$ cat src/rtl/systolic_pkg.sv
// Shared types and sizing helpers for the systolic operand feeder.
// Holds array defaults, feeder FSM encoding and step-counter width.
package systolic_pkg;

   localparam int N_DIM  = 4;
   localparam int ELEM_W = 8;

   typedef enum logic [1:0] {
      IDLE = 2'd0,
      FEED = 2'd1,
      DONE = 2'd2
   } feed_state_t;

   // Width of a counter that spans steps 0 .. 2n-2.
   function automatic int step_w(input int n);
      int w;
      w = $clog2(2 * n - 1);
      return (w < 1) ? 1 : w;
   endfunction

endpackage

$ cat src/rtl/skew_lane.sv
// One skewed feed lane: N-element snapshot, lane index LANE, and a
// registered element/valid chosen by k = step - LANE.
// Ports: load (take din), upd (refresh output), blank (force 0),
// step (step being presented next), din, elem, valid.
module skew_lane
   import systolic_pkg::*;
#(
   parameter int N    = N_DIM,
   parameter int DW   = ELEM_W,
   parameter int LANE = 0,
   parameter int TW   = step_w(N)
) (
   input  logic            clk,
   input  logic            reset_n,
   input  logic            load,
   input  logic            upd,
   input  logic            blank,
   input  logic [TW-1:0]   step,
   input  logic [N*DW-1:0] din,
   output logic [DW-1:0]   elem,
   output logic            valid
);

   logic [N*DW-1:0] snap_d, snap_q;
   logic [DW-1:0]   elem_d, elem_q;
   logic            valid_d, valid_q;
   logic [DW-1:0]   sel;
   logic            hit;

   // The first step is selected from din directly, so the element
   // leaves on the same edge that captures the snapshot.
   always_comb begin
      snap_d = load ? din : snap_q;
   end

   always_comb begin
      sel = '0;
      hit = 1'b0;
      for (int k = 0; k < N; k++) begin
         if (int'(step) == LANE + k) begin
            sel = snap_d[DW*(N-k)-1 -: DW];
            hit = 1'b1;
         end
      end
   end

   always_comb begin
      elem_d  = elem_q;
      valid_d = valid_q;
      if (upd) begin
         elem_d  = blank ? '0 : sel;
         valid_d = !blank && hit;
      end
   end

   always_ff @(posedge clk or negedge reset_n) begin
      if (!reset_n) begin
         snap_q  <= '0;
         elem_q  <= '0;
         valid_q <= 1'b0;
      end else begin
         snap_q  <= snap_d;
         elem_q  <= elem_d;
         valid_q <= valid_d;
      end
   end

   assign elem  = elem_q;
   assign valid = valid_q;

endmodule

$ cat src/rtl/operand_skew_feeder.sv
// Feeds snapshotted A rows / B columns into the systolic array edges
// with lane i delayed i steps. FSM IDLE->FEED->DONE->IDLE.
// Ports: clk, reset_n, start, a_rows, b_cols, array_ready in;
// a_edge, b_edge, a_valid, b_valid, clear_acc, busy, feed_done out.
// Macro FEEDER_STALL_EN: when defined array_ready stalls the feed;
// when undefined array_ready is ignored (treated as 1).
module operand_skew_feeder
   import systolic_pkg::*;
#(
   parameter int N  = N_DIM,
   parameter int DW = ELEM_W
) (
   input  logic                   clk,
   input  logic                   reset_n,
   input  logic                   start,
   input  logic [N-1:0][N*DW-1:0] a_rows,
   input  logic [N-1:0][N*DW-1:0] b_cols,
   input  logic                   array_ready,
   output logic [N-1:0][DW-1:0]   a_edge,
   output logic [N-1:0][DW-1:0]   b_edge,
   output logic [N-1:0]           a_valid,
   output logic [N-1:0]           b_valid,
   output logic                   clear_acc,
   output logic                   busy,
   output logic                   feed_done
);

   localparam int TW = step_w(N);
   localparam logic [TW-1:0] T_LAST = TW'(2 * N - 2);

   localparam logic [1:0] S_IDLE = IDLE;
   localparam logic [1:0] S_FEED = FEED;
   localparam logic [1:0] S_DONE = DONE;

   logic [1:0]    state_d, state_q;
   logic [TW-1:0] t_d, t_q;
   logic          clear_d, clear_q;
   logic          busy_d, busy_q;
   logic          done_d, done_q;
   logic          adv;
   logic          load;
   logic          upd;
   logic          blank;
   logic [TW-1:0] step_nxt;

`ifdef FEEDER_STALL_EN
   assign adv = array_ready;
`else
   logic unused_ready;
   assign unused_ready = array_ready;
   assign adv = 1'b1;
`endif

   always_comb begin
      state_d = state_q;
      t_d     = t_q;
      clear_d = 1'b0;
      busy_d  = busy_q;
      done_d  = 1'b0;
      load    = 1'b0;
      upd     = 1'b0;
      blank   = 1'b0;
      unique case (1'b1)
         (state_q == S_IDLE): begin
            if (start) begin
               load    = 1'b1;
               upd     = 1'b1;
               t_d     = '0;
               clear_d = 1'b1;
               busy_d  = 1'b1;
               state_d = S_FEED;
            end
         end
         (state_q == S_FEED): begin
            if (adv) begin
               upd = 1'b1;
               if (t_q == T_LAST) begin
                  blank   = 1'b1;
                  t_d     = '0;
                  done_d  = 1'b1;
                  state_d = S_DONE;
               end else begin
                  t_d = t_q + TW'(1);
               end
            end
         end
         (state_q == S_DONE): begin
            busy_d  = 1'b0;
            state_d = S_IDLE;
         end
         default: begin
            busy_d  = 1'b0;
            t_d     = '0;
            state_d = S_IDLE;
         end
      endcase
   end

   // Lanes register the step that becomes visible after this edge.
   assign step_nxt = load ? '0 : t_q + TW'(1);

   always_ff @(posedge clk or negedge reset_n) begin
      if (!reset_n) begin
         state_q <= S_IDLE;
         t_q     <= '0;
         clear_q <= 1'b0;
         busy_q  <= 1'b0;
         done_q  <= 1'b0;
      end else begin
         state_q <= state_d;
         t_q     <= t_d;
         clear_q <= clear_d;
         busy_q  <= busy_d;
         done_q  <= done_d;
      end
   end

   for (genvar i = 0; i < N; i++) begin : g_lane
      skew_lane #(
         .N    (N),
         .DW   (DW),
         .LANE (i),
         .TW   (TW)
      ) u_a (
         .clk     (clk),
         .reset_n (reset_n),
         .load    (load),
         .upd     (upd),
         .blank   (blank),
         .step    (step_nxt),
         .din     (a_rows[i]),
         .elem    (a_edge[i]),
         .valid   (a_valid[i])
      );

      skew_lane #(
         .N    (N),
         .DW   (DW),
         .LANE (i),
         .TW   (TW)
      ) u_b (
         .clk     (clk),
         .reset_n (reset_n),
         .load    (load),
         .upd     (upd),
         .blank   (blank),
         .step    (step_nxt),
         .din     (b_cols[i]),
         .elem    (b_edge[i]),
         .valid   (b_valid[i])
      );
   end

   assign clear_acc = clear_q;
   assign busy      = busy_q;
   assign feed_done = done_q;

endmodule

$ cat config.mk
export PLATFORM = sky130hd
export DESIGN_NAME = operand_skew_feeder
export DESIGN_NICKNAME = d
export VERILOG_FILES = /design/src/rtl/systolic_pkg.sv /design/src/rtl/skew_lane.sv /design/src/rtl/operand_skew_feeder.sv
export SDC_FILE = /design/constraint.sdc
export NUM_CORES = 1
export LEC_CHECK = 0
export ABC_AREA = 1
export BUFFER_PORTS_ARGS = -buffer_cell sky130_fd_sc_hd__buf_4
export CAP_MARGIN = 20
export CORE_MARGIN = 4
export CORE_UTILIZATION = 45
export DETAILED_ROUTE_END_ITERATION = 6
export PLACE_DENSITY = 0.68
export SLEW_MARGIN = 20
export SYNTH_ARGS = -nofsm -noshare
export SYNTH_HDL_FRONTEND = slang
export SYNTH_SLANG_ARGS = --single-unit
$ cat constraint.sdc
create_clock -name clk -period 2.9 [get_ports clk]
set_clock_uncertainty 0.15 [all_clocks]
set_input_delay 0.58 -clock clk [delete_from_list [all_inputs] [get_ports clk]]
set_output_delay 0.58 -clock clk [all_outputs]
set_load 0.05 [all_outputs]
==> load_flow_metrics.sql, run 1 <==
INSERT INTO impl_metrics (metric_group, metric, value, unit) VALUES
('synthesis', 'synthDominantAreaCellType', 'sky130_fd_sc_hd__dfrtp_1', ''),
('synthesis', 'synth_enable_flop_cells', '0', ''),
('clocking', 'clkLatencyLatePin', '0.50', 'ns'),
('worst_setup_path', 'path_class', 'reg2reg', ''),
('power_and_ir_drop', 'cellPowerDensity', '1163', 'nW/um^2'),
('sta', 'timing.slew.headroom', '51.32', '%'),
('placed_design', 'dp.final_hpwl', '28.90', 'mm'),
('worst_setup_path', 'arrival', '2.89', 'ns'),
('worst_setup_path', 'critical_path.startpoint', 't_q[0]$_DFFE_PN0P_', ''),
('synthesis', 'postSynth.topFlopCell', 'sky130_fd_sc_hd__dfrtp_1', ''),
('placed_design', 'io_buffers', '333', ''),
('sta', 'final_clock_period_utilization_by_the_worst_path', '91.61', '%'),
('global_route', 'grt_antenna_before_repair', '1', ''),
('routing', 'wl_per_cell', '15.41', 'um'),
('worst_hold_path', 'timing.hold.worst_path_depth', '3', ''),
('sta', 'timing.final.hold_violations', '0', ''),
('floorplanning', 'core', '32870', 'sq um'),
('cells_and_area', 'instances_no_fill', '2777', ''),
('worst_setup_path', 'timing.critical_path.fanout_max', '19', ''),
('cells_and_area', 'share_of_cells_above_drive_strength_1', '19.02', '%'),
('cells_and_area', 'design.final.nets', '2571', ''),
('sta', 'max_freq', '0.3764', 'GHz'),
('outcome', 'outcome', 'finished clean', ''),
('clocking', 'cts_num_sinks', '332', ''),
('routing', 'detail_route.drc_violations', '0', ''),
('placed_design', 'post-place-cells', '2711', ''),
('synthesis', 'avg_cell_area_syn', '7.539', 'sq um'),
('floorplanning', 'floorplan.initialDensity', '46.13', '%'),
('sta', 'worst_slew_pin_slew', '0.7302', 'ns'),
('clocking', 'htree_num_levels', '2', ''),
('cells_and_area', 'flow.area_growth_from_synthesis', '26.80', '%'),
('routing', 'via_count', '13260', ''),
('worst_setup_path', 'r2r.worst_path.cells', '11', ''),
('global_route', 'grt_first_pass_wirelength', '68.59', 'mm'),
('sta', 'period_needed', '2.657', 'ns'),
('floorplanning', 'design.die.area', '36690', 'sq um'),
('power_and_ir_drop', 'ir_worst_vdd', '0.0006801', 'V'),
('worst_setup_path', 'critical_path.reg2reg.startpoint', 't_q[0]$_DFFE_PN0P_', ''),
('floorplanning', 'die_height', '191.6', 'um'),
('clocking', 'clk_root_buffer_cell', 'sky130_fd_sc_hd__clkbuf_16', ''),
('floorplanning', 'num_rows', '66', ''),
('sta', 'finalSetupTns', '0', 'ns'),
('global_route', 'global_route.overflow_total', '0', ''),
('floorplanning', 'io_pins', '335', ''),
('worst_hold_path', 'hold_path_class', 'in2reg', ''),
('routing', 'detail_route.wirelength', '42.80', 'mm'),
('placed_design', 'globalplace.congestion', '0.8106', ''),
('run', 'drv.max_cap_violation_count', '0', ''),
('worst_setup_path', 'r2r-end', 'g_lane[1].u_b.elem[7]$_DFFE_PN0P_', ''),
('synthesis', 'synth.area.top_cells', 'sky130_fd_sc_hd__dfrtp_1, sky130_fd_sc_hd__nand2_1, sky130_fd_sc_hd__nor2_1', ''),
('clocking', 'cts_post_setup_buffers_inserted', '0', ''),
('synthesis', 'post-synth-top-count-cell', 'sky130_fd_sc_hd__nand2_1', ''),
('synthesis', 'seq_area_frac_synth', '54.80', '%'),
('routing', 'drt_first_iter_violations', '843', ''),
('worst_setup_path', 'timing.critical_path.required', '3.14', 'ns'),
('sta', 'timing.final.setup_violations', '0', ''),
('clocking', 'hold_buffers', '1', ''),
('clocking', 'cts-resized-gates', '0', ''),
('worst_setup_path', 'rrSetupSlack', '0.24', 'ns'),
('clocking', 'cts-buffers-inserted', '37', ''),
('worst_setup_path', 'critical_path.startpoint_type', 'flip-flop', ''),
('routing', 'via_per_inst', '4.773', ''),
('global_route', 'grt_pass1_vias', '13240', ''),
('synthesis', 'syn_area', '15160', 'sq um'),
('power_and_ir_drop', 'leakagePower', '11.09', 'nW'),
('routing', 'ant_nets', '0', ''),
('synthesis', 'netlist-cell-type-count', '27', ''),
('clocking', 'clockBufferDepth', '3', ''),
('global_route', 'grt_max_degree', '96', ''),
('sta', 'rsz_0062_raised_after_global_routing', 'false', ''),
('sta', 'final-max-slew-violation-count', '0', '');
how the worst max path moves through the flow:
| stage | endpoint | slack [ns] | cells past startpoint |
|---|---|---|---|
| 5_1_grt | g_lane[1].u_a.elem[2]$_DFFE_PN0P_ | 0.001 | 12 |
| 2_1_floorplan | g_lane[1].u_b.elem[4]$_DFFE_PN0P_ | 0.79 | 12 |
| 6_report | g_lane[1].u_b.elem[7]$_DFFE_PN0P_ | 0.24 | 11 |
| 4_1_cts | g_lane[1].u_b.elem[4]$_DFFE_PN0P_ | 0.19 | 11 |
| 3_3_place_gp | g_lane[1].u_b.elem[5]$_DFFE_PN0P_ | 0.05 | 11 |
| 3_5_place_dp | g_lane[1].u_b.elem[7]$_DFFE_PN0P_ | 0.04 | 11 |
stage by stage:
stage | hold slack, ns | total power [mW] | setup slack (ns) | instance area [sq um] | utilization, %
after floorplan | 0.1344 | 14.83 | 0.7878 | 15160 | -
after global placement | 0.2987 | 17.66 | 0.05465 | 18050 | 54.92
after detailed placement | 0.3041 | 17.91 | 0.03886 | 18050 | 54.92
after CTS | 0.1232 | 22.52 | 0.1871 | 19220 | 58.48
after global routing | 0.1376 | 24.24 | 0.001092 | 19220 | 58.49
final | 0.1467 | 22.36 | 0.2432 | 19220 | 58.49
sequential cells by signal (all words and copies together) (netlist names):
name               count
g_lane.u_b.elem       32
g_lane.u_a.snap_q    128
g_lane.u_b.valid       3
feed_done              1
clear_acc              1
g_lane.u_a.valid       1
g_lane.u_b.snap_q    128
g_lane.u_a.elem       32
t_q                    3
busy                   1
state_q                2
worst max-delay path: stages (launching register included):
cell	delay, ns
sky130_fd_sc_hd__dfrtp_1	0.41
sky130_fd_sc_hd__ha_1	0.24
sky130_fd_sc_hd__nand2_1	0.08
sky130_fd_sc_hd__nand2_1	0.10
sky130_fd_sc_hd__nor2_4	0.45
sky130_fd_sc_hd__nand2_2	0.37
sky130_fd_sc_hd__inv_2	0.38
sky130_fd_sc_hd__nand2_1	0.09
sky130_fd_sc_hd__nand2_1	0.07
sky130_fd_sc_hd__inv_1	0.06
sky130_fd_sc_hd__o21ai_1	0.08
sky130_fd_sc_hd__nand2_1	0.06
metal layers:
metal | GRT usage (%) | part of all wire [%] | vias up
met5 | 0 | 0 | -
met4 | 5.359 | 1.7 | 0
met3 | 3.817 | 6.5 | 51
met2 | 36.41 | 45 | 407
met1 | 34.18 | 47 | 6157
li1 | - | - | 6641
kinds of logic after synthesis:
| logic type | after synthesis | synth area share [%] |
|---|---|---|
| AOI/OAI and AO/OA | 154 | 5.208 |
| DFF | 332 | 54.80 |
| adders and majority gates | 2 | 0.1650 |
| and+or+nand+nor | 1227 | 31.21 |
| buffers and inverters | 296 | 8.616 |
area by class of cell:
cell class | count | area [sq um]
Clock buffer | 57 | 1101
Fill cell | 3055 | 13640
Antenna cell | 1 | 2.502
Inverter | 188 | 705.7
Multi-Input combinational cell | 1383 | 5578
Clock inverter | 7 | 60.06
Sequential cell | 332 | 8308
Timing Repair Buffer | 367 | 2915
Tap cell | 442 | 553.0
report_power, final:
part	leakage [nW]	switching, mW	internal (mW)
sequential	4.04	0.691	6.72
combinational	6.47	7.14	3.30
clock	0.577	1.82	2.69
total	11.1	9.65	12.7
layout by cell type, fill, tap and decap left out, types with 2 or more instances in the layout:
master	Yosys	routed
sky130_fd_sc_hd__a21oi_1	33	33
sky130_fd_sc_hd__buf_12	0	12
sky130_fd_sc_hd__buf_4	15	353
sky130_fd_sc_hd__clkbuf_1	25	10
sky130_fd_sc_hd__clkbuf_16	0	37
sky130_fd_sc_hd__clkbuf_8	0	10
sky130_fd_sc_hd__clkinv_2	0	6
sky130_fd_sc_hd__dfrtp_1	332	332
sky130_fd_sc_hd__ha_1	2	2
sky130_fd_sc_hd__inv_1	181	181
sky130_fd_sc_hd__inv_2	6	6
sky130_fd_sc_hd__nand2_1	979	979
sky130_fd_sc_hd__nand2_2	4	3
sky130_fd_sc_hd__nand3_1	34	34
sky130_fd_sc_hd__nand3_2	2	2
sky130_fd_sc_hd__nand4_1	2	2
sky130_fd_sc_hd__nor2_1	196	195
sky130_fd_sc_hd__nor2_2	4	2
sky130_fd_sc_hd__nor2_4	4	7
sky130_fd_sc_hd__o21ai_0	5	5
sky130_fd_sc_hd__o21ai_1	112	112
Note: power is estimated with default switching activity, not from simulation.
==> run 2: changes to the inputs <==
--- a/config.mk
+++ b/config.mk
@@ -6,7 +6,7 @@
 export NUM_CORES = 1
 export LEC_CHECK = 0
 export ABC_AREA = 1
-export BUFFER_PORTS_ARGS = -buffer_cell sky130_fd_sc_hd__buf_4
+export BUFFER_PORTS_ARGS = -buffer_cell sky130_fd_sc_hd__buf_2
 export CAP_MARGIN = 20
 export CORE_MARGIN = 4
 export CORE_UTILIZATION = 45
==> load_flow_metrics.sql, run 2 (synthesis results as in run 1) <==
INSERT INTO impl_metrics (metric_group, metric, value, unit) VALUES
('floorplanning', 'floorplan.initialDensity', '46.13', '%'),
('cells_and_area', 'share_of_cells_above_drive_strength_1', '19.26', '%'),
('global_route', 'grt_max_degree', '94', ''),
('placed_design', 'dp.final_hpwl', '29.00', 'mm'),
('routing', 'drt_pre_antenna_iters', '7', ''),
('global_route', 'grt_first_pass_wirelength', '68.66', 'mm'),
('sta', 'rsz_0062_raised_after_global_routing', 'false', ''),
('worst_setup_path', 'path_class', 'reg2reg', ''),
('clocking', 'cts_num_sinks', '332', ''),
('global_route', 'gr_usage_total', '23.13', '%'),
('sta', 'period_needed', '2.586', 'ns'),
('sta', 'timing.slew.headroom', '53.87', '%'),
('placed_design', 'io_buffers', '333', ''),
('worst_setup_path', 'critical_path.startpoint_type', 'flip-flop', ''),
('clocking', 'clk_root_buffer_cell', 'sky130_fd_sc_hd__clkbuf_16', ''),
('cells_and_area', 'design.final.nets', '2576', ''),
('floorplanning', 'die_height', '191.6', 'um'),
('placed_design', 'globalplace.congestion', '0.8297', ''),
('clocking', 'cts_post_setup_buffers_inserted', '0', ''),
('clocking', 'clkSlewWorstSetupHoldPaths', '0.06', 'ns'),
('cells_and_area', 'flow.area_growth_from_synthesis', '21.92', '%'),
('outcome', 'outcome', 'finished clean', ''),
('global_route', 'grt_antenna_before_repair', '3', ''),
('floorplanning', 'design.die.area', '36690', 'sq um'),
('cells_and_area', 'layout.cells.most_common', 'sky130_fd_sc_hd__nand2_1', ''),
('sta', 'timing.final.setup_violations', '0', ''),
('worst_setup_path', 'arrival', '2.83', 'ns'),
('worst_setup_path', 'critPathCaptureType', 'flip-flop', ''),
('floorplanning', 'io_pins', '335', ''),
('power_and_ir_drop', 'ir_worst_vdd', '0.0006822', 'V'),
('sta', 'worst_slew_pin_slew', '0.6877', 'ns'),
('clocking', 'cts-buffers-inserted', '38', ''),
('power_and_ir_drop', 'leakagePower', '10.88', 'nW'),
('power_and_ir_drop', 'cellPowerDensity', '1201', 'nW/um^2'),
('floorplanning', 'num_rows', '66', ''),
('cells_and_area', 'leading_registers_by_flop_count', 'g_lane.u_a.snap_q (128), g_lane.u_b.snap_q (128)', ''),
('placed_design', 'place_ws', '0.1447', 'ns'),
('routing', 'via_count', '13130', ''),
('clocking', 'clkLatencyLatePin', '0.51', 'ns'),
('sta', 'finalSetupTns', '0', 'ns'),
('sta', 'max_freq', '0.3868', 'GHz'),
('run', 'drv.max_cap_violation_count', '0', ''),
('worst_hold_path', 'hold_path_class', 'in2reg', ''),
('sta', 'final-max-slew-violation-count', '0', ''),
('cells_and_area', 'most_frequent_cells_in_the_layout', 'sky130_fd_sc_hd__nand2_1, sky130_fd_sc_hd__dfrtp_1, sky130_fd_sc_hd__buf_2, sky130_fd_sc_hd__nor2_1, sky130_fd_sc_hd__inv_1', ''),
('routing', 'drt_first_iter_violations', '747', ''),
('power_and_ir_drop', 'design_power_total', '22.20', 'mW'),
('sta', 'final_clock_period_utilization_by_the_worst_path', '89.16', '%'),
('global_route', 'grt_pass1_vias', '12900', ''),
('routing', 'ant_nets', '0', ''),
('clocking', 'tritoncts', 'built', ''),
('routing', 'detail_route.wirelength', '42.69', 'mm'),
('floorplanning', 'die-width', '191.6', 'um'),
('worst_setup_path', 'timing.critical_path.fanout_max', '19', ''),
('floorplanning', 'core', '32870', 'sq um'),
('worst_setup_path', 'rrSetupSlack', '0.31', 'ns'),
('clocking', 'htree_num_levels', '2', ''),
('routing', 'wl_per_cell', '15.35', 'um'),
('routing', 'via_per_inst', '4.720', ''),
('global_route', 'global_route.overflow_total', '0', ''),
('sta', 'post-route-worst-setup-slack', '0.3144', 'ns'),
('worst_setup_path', 'timing.critical_path.required', '3.14', 'ns'),
('sta', 'timing.final.hold_violations', '0', ''),
('clocking', 'clockBufferDepth', '3', ''),
('routing', 'detail_route.drc_violations', '0', '');
run 2: metrics by stage:
stage	hold slack, ns	area (sq um)	std cells	utilization [%]
5_1_grt	0.1208	18480	2782	56.24
3_3_place_gp	0.2994	17260	2715	52.52
3_5_place_dp	0.3053	17260	2715	52.52
6_report	0.1340	18480	2782	56.24
2_1_floorplan	0.1344	15160	2011	-
4_1_cts	0.1089	18480	2779	56.22
run 2: path summary, 6_finish.rpt:
path,startpoint,endpoint,cells past startpoint
worst max-delay path,t_q[0]$_DFFE_PN0P_,g_lane[1].u_a.elem[6]$_DFFE_PN0P_,12
worst min-delay path,a_rows[41],g_lane[1].u_a.snap_q[9]$_DFF_PN0_,3
worst max register to register,t_q[0]$_DFFE_PN0P_,g_lane[1].u_a.elem[6]$_DFFE_PN0P_,12
worst min register to register,g_lane[2].u_b.snap_q[11]$_DFF_PN0_,g_lane[2].u_b.snap_q[11]$_DFF_PN0_,2
max in group asynchronous,reset_n,g_lane[3].u_b.elem[7]$_DFFE_PN0P_,3
min in group asynchronous,reset_n,g_lane[2].u_b.snap_q[18]$_DFF_PN0_,2
run 2: final cells by class:
class                   count  area, sq um
flip-flops and latches    332         8308
fillers                  3214        14380
well taps                 442        553.0
multi-input cells        1383         5578
inverters                 188        705.7
repair buffers            371         2127
diodes                      3        7.507
clock buffers              55         1126
clock inverters             8        78.83
run 2: power breakdown:
| group | switching [mW] | leakage (nW) | internal [mW] |
|---|---|---|---|
| Combinational | 7.14 | 6.24 | 3.00 |
| Sequential | 0.695 | 4.04 | 6.72 |
| Clock | 1.86 | 0.592 | 2.78 |
| Total | 9.70 | 10.9 | 12.5 |
run 2: worst max-delay path: stages (launching register included):
cell and delay [ns]:
sky130_fd_sc_hd__dfrtp_1 0.40, sky130_fd_sc_hd__ha_1 0.21, sky130_fd_sc_hd__inv_1 0.07, sky130_fd_sc_hd__nand2_1 0.07, sky130_fd_sc_hd__nand2_1 0.10, sky130_fd_sc_hd__nor2_4 0.44, sky130_fd_sc_hd__nand2_2 0.33, sky130_fd_sc_hd__inv_2 0.35
sky130_fd_sc_hd__nand2_1 0.09, sky130_fd_sc_hd__nand2_1 0.08, sky130_fd_sc_hd__inv_1 0.06, sky130_fd_sc_hd__o21ai_1 0.07, sky130_fd_sc_hd__nand2_1 0.06
run 2: repair_timing:
action / CTS / global route
hold endpoints to repair: 68 / 0
resized for setup: 0 / 0
hold buffers: 1 / 0
run 2: metal layers:
layer / track usage [%] / routed length [um] / vias up / part of all wire [%]
met4: 4.530 / 567 / 0 / 1.3
met2: 35.88 / 19320 / 393 / 45
li1: - / - / 6645 / -
met5: 0 / 0 / - / 0
met1: 34.76 / 20050 / 6047 / 47
met3: 3.689 / 2749 / 45 / 6.4
